**src/rtl/mem_rr_ctrl.sv**
```systemverilog
// Multi-channel single-port memory with a round-robin arbiter.
// One grant per cycle; reads return registered data with a per-channel strobe.
module mem_rr_ctrl #(
    parameter int WIDTH      = 8,
    parameter int ADDR_WIDTH = 4,
    parameter int DEPTH      = 16,
    parameter int NUM_CH     = 2
) (
    input  logic                         clk,
    input  logic                         rst,
    input  logic [NUM_CH-1:0]            wr_rd,
    input  logic [NUM_CH*ADDR_WIDTH-1:0] addr,
    input  logic [NUM_CH*WIDTH-1:0]      wdata,
    input  logic [NUM_CH-1:0]            valid,
    output logic [NUM_CH-1:0]            ready,
    output logic [NUM_CH*WIDTH-1:0]      rdata,
    output logic [NUM_CH-1:0]            rvalid,
    output logic [NUM_CH-1:0]            err
);

    localparam int PTR_W = (NUM_CH > 1) ? $clog2(NUM_CH) : 1;
    localparam int IDX_W = (DEPTH > 1) ? $clog2(DEPTH) : 1;
    localparam logic [ADDR_WIDTH:0] DEPTH_L = (ADDR_WIDTH + 1)'(DEPTH);

    logic [WIDTH-1:0]      mem [DEPTH];
    logic [PTR_W-1:0]      ptr;
    logic [PTR_W-1:0]      win;
    logic [PTR_W-1:0]      idx;
    logic                  found;
    logic                  sel_wr;
    logic [ADDR_WIDTH-1:0] sel_addr;
    logic [WIDTH-1:0]      sel_wdata;
    logic [IDX_W-1:0]      mem_idx;
    logic                  in_range;
    logic                  xfer;

    // Walk downward so the channel closest to ptr is the last one written.
    always_comb begin
        found = 1'b0;
        win   = '0;
        idx   = '0;
        for (int k = NUM_CH - 1; k >= 0; k--) begin
            idx = PTR_W'((int'(ptr) + k) % NUM_CH);
            if (valid[idx]) begin
                found = 1'b1;
                win   = idx;
            end
        end
    end

    assign xfer = rst && found;

    always_comb begin
        ready = '0;
        if (xfer)
            ready[win] = 1'b1;
    end

    assign sel_wr    = wr_rd[win];
    assign sel_addr  = addr[win*ADDR_WIDTH +: ADDR_WIDTH];
    assign sel_wdata = wdata[win*WIDTH +: WIDTH];
    assign mem_idx   = sel_addr[IDX_W-1:0];
    assign in_range  = {1'b0, sel_addr} < DEPTH_L;

    always_ff @(posedge clk) begin
        if (xfer && sel_wr && in_range)
            mem[mem_idx] <= sel_wdata;
    end

    always_ff @(posedge clk) begin
        if (!rst) begin
            ptr    <= '0;
            rdata  <= '0;
            rvalid <= '0;
            err    <= '0;
        end else begin
            rvalid <= '0;
            err    <= '0;
            if (found) begin
                ptr <= (win == PTR_W'(NUM_CH - 1)) ? '0 : win + 1'b1;
                err[win] <= !in_range;
                if (!sel_wr) begin
                    rvalid[win] <= 1'b1;
                    rdata[win*WIDTH +: WIDTH] <=
                        in_range ? mem[mem_idx] : '0;
                end
            end
        end
    end

endmodule

```
**config.mk**
```make
export PLATFORM = sky130hd
export DESIGN_NAME = mem_rr_ctrl
export DESIGN_NICKNAME = d
export VERILOG_FILES = /design/src/rtl/mem_rr_ctrl.sv
export SDC_FILE = /design/constraint.sdc
export NUM_CORES = 1
export LEC_CHECK = 0
export CAP_MARGIN = 20
export CORE_MARGIN = 4
export CORE_UTILIZATION = 57
export DETAILED_ROUTE_END_ITERATION = 7
export DONT_BUFFER_PORTS = 1
export PLACE_DENSITY = 0.73
export RECOVER_POWER = 50
export SLEW_MARGIN = 20
export SYNTH_ARGS = -nofsm -noshare
export SYNTH_HDL_FRONTEND = slang
export SYNTH_SLANG_ARGS = --single-unit
```
**constraint.sdc**
```tcl
create_clock -name clk -period 2.3 [get_ports clk]
set_input_delay 0.46 -clock clk [delete_from_list [all_inputs] [get_ports clk]]
set_output_delay 0.46 -clock clk [all_outputs]
set_load 0.05 [all_outputs]
```
==> results_dict.tcl, run 1 <==
set metrics [dict create \
    status "finished, violations left" \
    violations "negative setup slack" \
    cap_violations 0 \
    slew_headroom_pct 47.7 \
    power.switching_mw 1.59 \
    routed_via_density 6.50 \
    grt_use_met1_pct 38.0 \
    worst_slew_pin_slew_ns 0.783 \
    totalWireLength_um 18000 \
    grt-ovfl-total 0 \
    ys.flop_type "edfxtp_1" \
    arrival_ns 2.60 \
    crit_required_ns 2.60 \
    met2_usage_pct 41.6 \
    busiest_layer "met2" \
    start_kind "flop" \
    postCtsSetupBuffers 0 \
    async_flop_share_pct 0 \
    r2r_slack_ns -0.0005 \
    die-height_um 117 \
    cp-end-kind "flop" \
    finalSetupViolations 1 \
    seq_power_share_pct 48.4 \
    gp_congestion 0.939 \
    finClkSkew_ns 0.00679 \
    worstSetupPathType "flop to flop" \
    grt_pass1_vias 4805 \
    synth_top_area_share_pct 56.7 \
    root_buffer "clkbuf_16" \
    fin_nets 616 \
    crit_fanout 16 \
    design_area_sq_mm 0.00791 \
    clockBufferDepth 2 \
    die_area_sq_mm 0.0137 \
    ios 52 \
    p_clk_share_pct 41.9 \
    syn_area_sq_mm 0.00678 \
    antenna_found_initial 0 \
    port_buffers 0 \
    placed_area_sq_mm 0.00729 \
    core_sq_mm 0.0115 \
    finalMaxSlewViolations 0 \
    syn_inst 534 \
    clk_pin_slew_ns 0.06 \
    synth_seq_cells 147 \
    row_count 39 \
    clock_sinks 147 \
    ys_seq_area_share_pct 62.3 \
    layout_setup_ws_ns -0.000491 \
    drt-wirelength-per-cell_um 24.3 \
    ys_types 51 \
    syn2layout_area_growth_pct 16.6 \
    grt_use_met3_pct 8.02 \
    synth_top_cell_by_area "edfxtp_1" \
    ctsHtreeMaxLevel 4 \
    clock_latency_ns 0.42 \
    synth_warnings 0 \
    synth_edf_count 128 \
    vias 4823 \
    antenna_left 0 \
    ir_drop_uv 688 \
    grt_max_degree 38 \
    max_freq_mhz 435 \
    rsz0062_at_grt "yes" \
    synth.top_cells.by_area "edfxtp_1 (57%), dfxtp_1 (5.6%), mux2i_1 (4.9%)" \
    hold_viol 0 \
    drtIter0Drc 483 \
    fin_crit_sh_pct 100 \
    hold_path.class "input port to flop" \
    cts_made_buffers 17 \
    report.power.total_mw 6.33 \
    dieWidth_um 117 \
    yosysMostFrequentCell "edfxtp_1" \
    cts_tree "built" \
    grt.total_usage_pct 27.9 \
    min_period_ns 2.30 \
    intPower_mw 4.74 \
    drive_above_1_share_pct 24.0 \
    first_pass_iters 5 \
    insertedDiodeCount 0 \
    drc_errors 0 \
    pwr-share-comb_pct 9.7 \
    synth_commonest_cells "edfxtp_1 (128), nand2_1 (70), mux2i_1 (33)" \
    grt_pass1_wl_um 27400 \
    p_sw_share_pct 25.1 \
    hpwl_um 12400 \
    start_util_pct 58.9 \
    p_per_area_mw_per_mm2 800 \
    syn_area_per_cell_sq_um 12.7 \
    p_leak_nw 2.81 \
]
## sequential cells by signal, indices dropped and copies added (netlist names)
| name | cells |
|---|---|
| ptr | 1 |
| rvalid | 2 |
| mem | 128 |
| rdata | 16 |
## what timing repair did
item	CTS	global route
gates resized for setup	2	14
hold buffers	0	0
pin swaps	0	0
setup endpoints to repair	78	90
## final cells by class
class | count | area (sq um)
Clock buffer | 20 | 489
Clock inverter | 12 | 92.6
Timing Repair Buffer | 65 | 490
Inverter | 5 | 18.8
Tap cell | 143 | 179
Multi-Input combinational cell | 350 | 2410
Sequential cell | 147 | 4220
Fill cell | 803 | 3610
## layout by cell type (no fill, tap or decap), types with 3 or more instances in the layout
| cell | n |
|---|---|
| a2111oi_0 | 4 |
| a2111oi_1 | 3 |
| a2111oi_2 | 3 |
| a211oi_1 | 24 |
| a21oi_1 | 3 |
| a22oi_1 | 9 |
| a311o_1 | 4 |
| a311oi_1 | 5 |
| a32o_1 | 12 |
| a32oi_1 | 7 |
| and2_1 | 4 |
| and3_1 | 5 |
| buf_4 | 60 |
| clkbuf_16 | 19 |
| clkbuf_2 | 4 |
| clkinv_2 | 4 |
| clkinv_4 | 5 |
| dfxtp_1 | 19 |
| edfxtp_1 | 128 |
| inv_1 | 4 |
| mux2_2 | 19 |
| mux2i_1 | 33 |
| nand2_1 | 70 |
| nand2b_1 | 14 |
| nand3_1 | 22 |
| nor2_1 | 21 |
| nor2_2 | 7 |
| nor2b_1 | 13 |
| nor3_1 | 11 |
| o21ai_0 | 16 |
| o31ai_1 | 11 |
## per-layer routing
metal	share of wire [%]	vias up
li1	-	2180
met1	41	2324
met2	46	255
met3	9.0	64
met4	4.2	0
met5	0	-
## power groups by stage
| stage | sequential (mW) | clock [mW] | combinational, mW |
|---|---|---|---|
| finish | 3.07 | 2.65 | 0.613 |
| global route | 3.07 | 2.80 | 0.658 |
| CTS | 3.07 | 2.67 | 0.603 |
| detailed placement | 3.12 | 0 | 0.598 |
| global placement | 3.12 | 0 | 0.586 |
| floorplan | 3.11 | 0 | 0.410 |
## critical path, stage by stage (launching register included)
cell,delay (ns)
dfxtp_1,0.31
buf_4,0.13
and2b_4,0.39
o21ai_0,0.11
buf_4,0.16
a22oi_1,0.41
buf_4,0.23
a32oi_1,0.10
o2111ai_1,0.20
o31ai_1,0.13
## worst paths after layout
check,from,to,depth (start not counted)
max reg2reg,ptr$_SDFFE_PN0N_,rdata[15]$_SDFFE_PN0P_,9
min reg2reg,ptr$_SDFFE_PN0N_,ptr$_SDFFE_PN0N_,3
min,rst,ptr$_SDFFE_PN0N_,1
max,ptr$_SDFFE_PN0N_,rdata[15]$_SDFFE_PN0P_,9
## logic make-up (layout without fill, tap and decap cells)
kind of cell    Yosys count  after routing  synth area share, %
simple gates            181            181                 12.9
flops                   147            147                 62.3
buf+inv                  38            102                 2.82
mux                      53             53                 8.36
compound gates          114            114                 13.6
other cells               1              2               0.0553
## per-stage QoR
step	hold WS (ns)	TNS [ns]	cells	utilization, %	setup WS [ns]
finish	0.174	-0.000491	742	68.7	-0.000491
global route	0.180	-2.81	742	68.7	-0.0723
CTS	0.159	0	742	68.4	0.0300
detailed placement	0.604	-4.93	710	63.3	-0.100
global placement	0.583	-1.10	710	63.3	-0.0481
floorplan	0.500	-12.92	535	-	-0.110
No activity file was read; power rests on OpenSTA's default activity.
==> run 2, diff against run 1 <==
--- a/config.mk
+++ b/config.mk
@@ -10,6 +10,7 @@
 export CORE_UTILIZATION = 57
 export DETAILED_ROUTE_END_ITERATION = 7
 export DONT_BUFFER_PORTS = 1
+export HOLD_SLACK_MARGIN = 0.02
 export PLACE_DENSITY = 0.73
 export RECOVER_POWER = 50
 export SLEW_MARGIN = 20
==> results of run 2 <==
No change in the layout: final DEF, timing and power equal those of run 1.
==> run 3, diff against run 2 <==
--- a/config.mk
+++ b/config.mk
@@ -6,7 +6,7 @@
 export NUM_CORES = 1
 export LEC_CHECK = 0
 export CAP_MARGIN = 20
-export CORE_MARGIN = 4
+export CORE_MARGIN = 2
 export CORE_UTILIZATION = 57
 export DETAILED_ROUTE_END_ITERATION = 7
 export DONT_BUFFER_PORTS = 1
==> run 3 against run 2 <==
Net effect: the run ends with design-rule violations left; setup slack improved by 0.084 ns; final area decreased by 1.4%; non-clock buffer count decreased by 15; wire length decreased by 1.7%; sequential share of layout area increased by 0.76 points; fmax increased by 3.8%; final cell count decreased by 2.0%; worst hold slack got worse by 0.0054 ns; count of clock-buffer cells in the layout unchanged; combinational power decreased by 2%; first-iteration DRC count increased by 28%; critical endpoint is now mem[0][4]$_DFFE_PP_; largest cell class unchanged; largest power group unchanged.
==> results_dict.tcl, run 3 (synthesized netlist as in run 1, its figures left out) <==
set metrics [dict create \
    largest_register_ffs 128 \
    core_sq_mm 0.0115 \
    routed_via_density 6.60 \
    status "finished, violations left" \
    drc_errors 4 \
    antenna_left 0 \
    grt-ovfl-total 0 \
    intPower_mw 4.71 \
    reg_top3 "mem x128, rdata x16, rvalid x2" \
    finalMaxSlewViolations 0 \
    clockBufferDepth 2 \
    dieWidth_um 113 \
    insertedDiodeCount 0 \
    port_buffers 0 \
    die_area_sq_mm 0.0128 \
    rsz0062_at_grt "yes" \
    worst_slew_pin_slew_ns 0.652 \
    ir_drop_uv 685 \
    seq_power_share_pct 48.4 \
    start_kind "flop" \
    grt.total_usage_pct 29.5 \
    drt-wirelength-per-cell_um 24.4 \
    report.power.total_mw 6.33 \
    clock_sinks 147 \
    totalWireLength_um 17700 \
    vias 4799 \
    clock_latency_ns 0.43 \
    p_leak_nw 2.74 \
    postCtsSetupBuffers 0 \
    gp_congestion 0.953 \
    cap_violations 0 \
    cts_made_buffers 17 \
    power.switching_mw 1.62 \
    violations "design-rule violations" \
    pwr-share-comb_pct 9.5 \
    final_cell_mix "edfxtp_1 (128), nand2_1 (70), buf_4 (43)" \
    crit_required_ns 2.42 \
    ctsHtreeMaxLevel 4 \
    crit_fanout 13 \
    p_per_area_mw_per_mm2 812 \
    max_freq_mhz 451 \
    hpwl_um 11900 \
    die-height_um 113 \
    worstSetupPathType "flop to flop" \
    fill_cells 817 \
    grt_max_degree 38 \
    p_clk_share_pct 42.1 \
    finClkSkew_ns 0.00799 \
    root_buffer "clkbuf_16" \
    fin_crit_sh_pct 96.4 \
    min_period_ns 2.22 \
    p_sw_share_pct 25.5 \
    utilization_pct 67.7 \
    grt_pass1_vias 4704 \
    fin_nets 601 \
    cts_tree "built" \
    finalSetupViolations 0 \
    first_pass_iters 7 \
    cp-end-kind "flop" \
    antenna_found_initial 0 \
    clk_pin_slew_ns 0.06 \
    syn2layout_area_growth_pct 15.0 \
    drtIter0Drc 619 \
    drive_above_1_share_pct 20.9 \
    final_common_cell "edfxtp_1" \
    setup_tns_ns 0 \
    arrival_ns 2.34 \
    hold_path.class "input port to flop" \
    grt_pass1_wl_um 27600 \
    largest-register "mem" \
    slew_headroom_pct 56.4 \
    start_util_pct 58.9 \
    ios 52 \
    hold_viol 0 \
    row_count 39 \
]
-- run 3: cell count changes in the layout (fill, tap and decap cells not counted), moves of 2 or more --
cell	delta
inv_6	+4
clkinv_4	-3
a2111oi_0	+2
inv_4	+2
clkinv_2	-3
nor2_1	+6
nor2_2	-6
a2111oi_1	-2
buf_4	-17
-- run 3: metrics by stage --
| step | instance area [sq um] | setup slack (ns) | cells | hold WS, ns |
|---|---|---|---|---|
| 2_1_floorplan | 6790 | -0.110 | 535 | 0.500 |
| 3_3_place_gp | 7190 | 0.000647 | 695 | 0.518 |
| 3_5_place_dp | 7190 | -0.0440 | 695 | 0.546 |
| 4_1_cts | 7770 | 0.0204 | 727 | 0.159 |
| 5_1_grt | 7800 | -0.0241 | 727 | 0.185 |
| 6_report | 7800 | 0.0835 | 727 | 0.169 |
-- run 3: layer usage --
metal / vias up / routed length [um] / track usage (%)
met5: - / 0 / 0
met4: 0 / 763 / 15.7
met3: 49 / 1720 / 8.36
met2: 259 / 8120 / 44.0
met1: 2333 / 7100 / 39.5
li1: 2158 / - / -
-- run 3: layout make-up --
| cell class | count | area (sq um) | area share [%] |
|---|---|---|---|
| clock buffer | 20 | 479 | 6.15 |
| inverter | 5 | 18.8 | 0.241 |
| multi-input combinational | 350 | 2410 | 31.0 |
| tap | 143 | 179 | 2.29 |
| timing repair buffer | 50 | 390 | 5.01 |
| clock inverter | 12 | 91.3 | 1.17 |
| sequential | 147 | 4220 | 54.2 |
-- run 3: critical path: stages, from the launching register on --
cell,delay [ns]
dfxtp_1,0.35
nand2b_1,0.18
buf_4,0.24
a21oi_2,0.10
buf_4,0.16
nor2_1,0.24
nand3_1,0.24
nor2_1,0.17
buf_4,0.24
-- run 3: worst paths after layout --
kind / startpoint / endpoint / slack (ns) / cells after the start
max reg2reg: ptr$_SDFFE_PN0N_ / mem[0][4]$_DFFE_PP_ / 0.08 / 8
min reg2reg: ptr$_SDFFE_PN0N_ / ptr$_SDFFE_PN0N_ / 0.55 / 2
max: ptr$_SDFFE_PN0N_ / mem[0][4]$_DFFE_PP_ / 0.08 / 8
min: rst / ptr$_SDFFE_PN0N_ / 0.17 / 1
-- run 3: what timing repair did --
item,4_1_cts,5_1_grt
gates resized for setup,1,10
hold buffers,0,0
cloned,0,0
endpoints found under the setup margin,4,110
pin swaps,0,0
-- run 3: power by group through the flow --
stage	clock, mW	combinational, mW	sequential (mW)
finish	2.66	0.600	3.06
global route	2.79	0.643	3.07
CTS	2.67	0.586	3.06
detailed placement	0	0.583	3.12
global placement	0	0.568	3.12
floorplan	0	0.410	3.11
